$ cat config.mk
export PLATFORM = sky130hd
export DESIGN_NAME = stopwatch_control
export DESIGN_NICKNAME = d
export VERILOG_FILES = /design/src/rtl/stopwatch_control.sv
export SDC_FILE = /design/constraint.sdc
export NUM_CORES = 1
export LEC_CHECK = 0
export ABC_AREA = 1
export BUFFER_PORTS_ARGS = -buffer_cell sky130_fd_sc_hd__clkbuf_2
export CAP_MARGIN = 20
export CELL_PAD_IN_SITES_DETAIL_PLACEMENT = 0
export CELL_PAD_IN_SITES_GLOBAL_PLACEMENT = 1
export CORE_ASPECT_RATIO = 2
export CORE_UTILIZATION = 45
export DETAILED_ROUTE_END_ITERATION = 8
export PLACE_DENSITY_LB_ADDON = 0.2
export SYNTH_ARGS = -nofsm -noshare
export SYNTH_HDL_FRONTEND = slang
export SYNTH_SLANG_ARGS = --single-unit
$ cat constraint.sdc
create_clock -name clk -period 2.1 [get_ports clk]
set_clock_uncertainty 0.15 [all_clocks]
set_input_delay 0.21 -clock clk [delete_from_list [all_inputs] [get_ports clk]]
set_output_delay 0.21 -clock clk [all_outputs]
set_load 0.02 [all_outputs]
$ cat src/rtl/stopwatch_control.sv
// Stopwatch front end: button synchronise/debounce, IDLE/RUN/PAUSED control and count timebase.
// Define STOPWATCH_LAP_EN to add the lap button and display_hold output.
module stopwatch_control #(
    parameter int unsigned TICK_CYCLES     = 1_000_000,
    parameter int unsigned TICK_WID        = 20,
    parameter int unsigned DEBOUNCE_CYCLES = 500_000,
    parameter int unsigned DB_WID          = 19
) (
    input  logic clk,
    input  logic reset,
    input  logic btn_start_stop,
    input  logic btn_clear,
`ifdef STOPWATCH_LAP_EN
    input  logic btn_lap,
    output logic display_hold,
`endif
    output logic increment,
    output logic counter_clear,
    output logic running
);

    localparam int unsigned BTN_START = 0;
    localparam int unsigned BTN_CLEAR = 1;
`ifdef STOPWATCH_LAP_EN
    localparam int unsigned BTN_LAP   = 2;
    localparam int unsigned NBTN      = 3;
`else
    localparam int unsigned NBTN      = 2;
`endif

    localparam logic [1:0] S_IDLE   = 2'd0;
    localparam logic [1:0] S_RUN    = 2'd1;
    localparam logic [1:0] S_PAUSED = 2'd2;

    logic [NBTN-1:0]     btn_raw;
    logic [NBTN-1:0]     press_d;
    logic [NBTN-1:0]     press_q;
    logic [1:0]          state_q, state_d;
    logic [TICK_WID-1:0] tick_q, tick_d;
    logic                increment_q, increment_d;
    logic                clear_q, clear_d;
    logic                running_q;

`ifdef STOPWATCH_LAP_EN
    logic hold_q, hold_d;
    assign btn_raw = {btn_lap, btn_clear, btn_start_stop};
`else
    assign btn_raw = {btn_clear, btn_start_stop};
`endif

    // Per-button 2-flop synchroniser and debouncer; press is the rising edge of the stable level.
    for (genvar g = 0; g < NBTN; g++) begin : g_btn
        logic              sync1_q, sync2_q;
        logic              stable_q, stable_d;
        logic [DB_WID-1:0] cnt_q, cnt_d;

        always_ff @(posedge clk) begin
            if (reset) begin
                sync1_q  <= 1'b0;
                sync2_q  <= 1'b0;
                stable_q <= 1'b0;
                cnt_q    <= '0;
            end else begin
                sync1_q  <= btn_raw[g];
                sync2_q  <= sync1_q;
                stable_q <= stable_d;
                cnt_q    <= cnt_d;
            end
        end

        always_comb begin
            stable_d = stable_q;
            cnt_d    = '0;
            if (sync2_q != stable_q) begin
                if (cnt_q == DB_WID'(DEBOUNCE_CYCLES - 1)) begin
                    stable_d = sync2_q;
                end else begin
                    cnt_d = cnt_q + DB_WID'(1);
                end
            end
        end

        assign press_d[g] = stable_d & ~stable_q;
    end

    always_ff @(posedge clk) begin
        if (reset) begin
            press_q     <= '0;
            state_q     <= S_IDLE;
            tick_q      <= '0;
            increment_q <= 1'b0;
            clear_q     <= 1'b0;
            running_q   <= 1'b0;
        end else begin
            press_q     <= press_d;
            state_q     <= state_d;
            tick_q      <= tick_d;
            increment_q <= increment_d;
            clear_q     <= clear_d;
            running_q   <= (state_d == S_RUN);
        end
    end

    // Control FSM and timebase; clear outranks start except in RUN where clear is ignored.
    always_comb begin
        state_d     = state_q;
        clear_d     = 1'b0;
        tick_d      = tick_q;
        increment_d = 1'b0;

        case (state_q)
            S_IDLE: begin
                if (press_q[BTN_CLEAR]) begin
                    clear_d = 1'b1;
                end else if (press_q[BTN_START]) begin
                    state_d = S_RUN;
                end
            end
            S_RUN: begin
                if (press_q[BTN_START]) begin
                    state_d = S_PAUSED;
                end
            end
            S_PAUSED: begin
                if (press_q[BTN_CLEAR]) begin
                    state_d = S_IDLE;
                    clear_d = 1'b1;
                end else if (press_q[BTN_START]) begin
                    state_d = S_RUN;
                end
            end
            default: state_d = S_IDLE;
        endcase

        // Only cycles that stay in RUN advance the tick, so a wrap never lands outside RUN.
        if (state_q == S_IDLE || state_d == S_IDLE) begin
            tick_d = '0;
        end else if (state_q == S_RUN && state_d == S_RUN) begin
            if (tick_q == TICK_WID'(TICK_CYCLES - 1)) begin
                tick_d      = '0;
                increment_d = 1'b1;
            end else begin
                tick_d = tick_q + TICK_WID'(1);
            end
        end
    end

`ifdef STOPWATCH_LAP_EN
    always_ff @(posedge clk) begin
        if (reset) begin
            hold_q <= 1'b0;
        end else begin
            hold_q <= hold_d;
        end
    end

    always_comb begin
        hold_d = hold_q;
        if (state_d == S_IDLE) begin
            hold_d = 1'b0;
        end else if (press_q[BTN_LAP]) begin
            hold_d = (state_q == S_RUN) ? ~hold_q : 1'b0;
        end
    end

    assign display_hold = hold_q;
`endif

    assign increment     = increment_q;
    assign counter_clear = clear_q;
    assign running       = running_q;

endmodule

==> results_dict.tcl <==
set metrics [dict create \
    synth_area_leaders "dfxtp_1 (40%), nor2_1 (12%), nand2_1 (12%)" \
    synthXorXnorAreaFrac 0.06440 \
    power.leakage_nw 1.554 \
    critPathMaxFanout 14 \
    start_kind "flop" \
    synth_top_cell_by_area "dfxtp_1" \
    avgRoutedWirePerCell_um 11.96 \
    synth_mux_area_frac 0.002831 \
    yosysSeqAreaShare 0.4020 \
    rows 45 \
    hpwlAfterDp_mm 5.698 \
    routed_via_density 4.775 \
    initial_core_util 0.4652 \
    synthTopCellsByCount "nor2_1 (114), nand2_1 (112), dfxtp_1 (71), inv_1 (65), nand3_1 (23)" \
    setup_tns_ns 0 \
    ys_seq_elements 71 \
    crit_slowest_cell "dfxtp_1" \
    slowest_delay_ns 0.38 \
    cts_max_path_buffers 2 \
    firstDrtPassIters 4 \
    antenna_cells 0 \
    die_h_um 127.4 \
    placed_cell_area_sq_mm 0.003656 \
    worstSetupPathType "reg -> reg" \
    area_growth_pct 10.93 \
    slew_headroom 0.7554 \
    end_kind "flop" \
    required_ns 2.16 \
    synth_compound_area_frac 0.03432 \
    cp_data_arrival_time_ns 1.78 \
    layout.nets 527 \
    io_buffers 6 \
    ios 7 \
    grt_first_pass_wirelength_mm 12.83 \
    drv_slew 0 \
    syn_area_sq_mm 0.003536 \
    clkTransAtPathRegs_ns 0.05 \
    die_area_sq_mm 0.008238 \
    clock.fmax_ghz 0.5813 \
    setup_violations 0 \
    timing.final.crit_share 0.8192 \
    hp-class "in -> reg" \
    drtIter0Drc 92 \
    antenna_found_initial 0 \
    core_area_sq_mm 0.007601 \
    synth_top_area_frac 0.4020 \
    root_buffer "clkbuf_16" \
    synth_top_family_by_area "simple AND/OR/NAND/NOR gates" \
    n_fill_cell 799 \
    cts_tree "yes" \
    gr-total-overflow 0 \
    multiInputGateArea_sq_mm 0.001819 \
    synth-simple-area-share 0.4023 \
    post-route-drc-count 0 \
    cts_resized 0 \
    fin_area_sq_mm 0.003923 \
    dieWidth_um 64.68 \
    ant_nets 0 \
    synthFlopType "dfxtp_1" \
    hold_path_depth 2 \
    grt_pass1_vias 2901 \
    min_period_ns 1.720 \
    maxCapViolCount 0 \
    clock_latency_ns 0.33 \
    postSynthAreaPerCell_sq_um 7.016 \
    cts-buffers-inserted 9 \
    gr-usage-all-layers 0.2069 \
    worst_slew_pin_slew_ns 0.3655 \
    synth.distinct_cells 37 \
    synth_async_sr_flop_share 0 \
    outcome "complete, no violations" \
    final-hold-violation-count 0 \
    path_cells "ha_1 -> nand2_2 -> nor2_4 -> nand3_1 -> nand2_2 -> buf_4 -> a21oi_1" \
    ys_warn_count 0 \
    cts_sinks 71 \
    synth_fa_ha_area_frac 0.01062 \
    yosysMostFrequentCell "nor2_1" \
    rsz0062_at_grt "no" \
    grt_max_degree 17 \
    syn_nets 511 \
    place_congestion 0.8123 \
    peakVddDrop_uv 512.3 \
    crit_top_cell "nand2_2" \
    power_density_mw_per_mm2 685.1 \
    r2r_cells 7 \
    regArea_sq_mm 0.001421 \
    syn_inst 504 \
    wl_mm 7.381 \
    drive_gt1_frac 0.1090 \
    cts_htree_levels 3 \
    vias 2946 \
    synth_edf_count 0 \
]
[path summary, 6_finish.rpt]
check,start,end,slack (ns)
max,g_btn[1].cnt_q[0],g_btn[1].cnt_q[11],0.38
min,reset,g_btn[0].sync2_q,0.01
max reg2reg,g_btn[1].cnt_q[0],g_btn[1].cnt_q[11],0.38
min reg2reg,g_btn[1].sync1_q,g_btn[1].sync2_q,0.25
[per-layer routing]
metal / wire length (um) / part of all wire / track usage / vias up
met5: 0 / 0 / 0 / -
met4: 266 / 0.036 / 0.1281 / 0
li1: - / - / - / 1574
met1: 2742 / 0.37 / 0.1867 / 1329
met3: 125 / 0.017 / 0.04196 / 16
met2: 4246 / 0.58 / 0.4006 / 27
[kinds of logic (layout without fill, tap and decap cells)]
group / Yosys count / in the layout
DFF: 71 / 71
xor gates and xnor gates: 26 / 26
AOI/OAI and AO/OA: 21 / 21
buffers and inverters: 72 / 91
and+or+nand+nor: 310 / 310
adders and majority gates: 3 / 3
muxes: 1 / 1
[critical path, delay by kind of cell (launching register included)]
family	cells	cell delay, ns
AO/OA/AOI/OAI	1	0.04
AND/OR/NAND/NOR	4	0.65
adder cells (fa/ha/maj)	1	0.20
buffers and inverters	1	0.19
flip-flops	1	0.38
[registers in the layout, summed over array words and instances, names as in the netlist]
name,cells
g_btn.cnt_q,38
g_btn.sync2_q,2
g_btn.stable_q,2
state_q,2
g_btn.sync1_q,2
increment,1
running,1
counter_clear,1
tick_q,20
press_q,2
[power by group]
group / leakage [nW] / switching, W / internal, W
registers: 0.573 / 0.00000315 / 0.00135
clock network: 0.122 / 0.000525 / 0.000782
logic: 0.860 / 0.0000154 / 0.00000900
total: 1.55 / 0.000544 / 0.00214
[layout make-up]
| cell class | count | area share |
|---|---|---|
| repair buffers | 9 | 0.01467 |
| well taps | 94 | 0.02998 |
| flip-flops and latches | 71 | 0.3624 |
| clock buffers | 12 | 0.06029 |
| inverters | 68 | 0.06635 |
| clock inverters | 2 | 0.002552 |
| multi-input cells | 361 | 0.4638 |
[stage by stage]
stage	power [W]	cells	setup slack (ns)	utilization	hold slack, ns
floorplan	0.001400	504	0.5645	-	0.1670
global placement	0.001406	601	0.4152	0.4810	0.2462
detailed placement	0.001407	601	0.3642	0.4810	0.2476
CTS	0.002728	617	0.3524	0.5160	0.003948
global route	0.002796	617	0.1480	0.5160	0.02523
finish	0.002687	617	0.3797	0.5160	0.01414
[layout by cell type (no fill, tap or decap), types with 2 or more instances in the layout]
cell / Yosys / routed
nand2_1: 112 / 112
or2_0: 2 / 2
dlygate4sd3_1: 0 / 2
clkbuf_2: 0 / 6
a21oi_1: 9 / 9
o21ai_0: 5 / 5
nand3b_1: 2 / 2
a21o_1: 2 / 2
nor3_1: 9 / 9
dfxtp_1: 71 / 71
nand2_4: 3 / 3
clkbuf_16: 0 / 9
xor2_1: 19 / 19
nor2_4: 7 / 7
nand3_2: 2 / 2
inv_4: 2 / 2
xnor2_1: 7 / 7
clkinv_2: 0 / 2
clkbuf_1: 0 / 3
nor2_1: 114 / 114
nor2_2: 10 / 10
ha_1: 3 / 3
nand4_1: 12 / 12
nand2_2: 8 / 8
inv_1: 65 / 65
nand3_1: 23 / 23
[what timing repair did]
action | in CTS | in global routing
hold buffers | 2 | 0
endpoints found under the setup margin | 0 | 0
hold endpoints to repair | 2 | 0
buffers inserted | 0 | 0
Power figures use the tool's default switching activity.
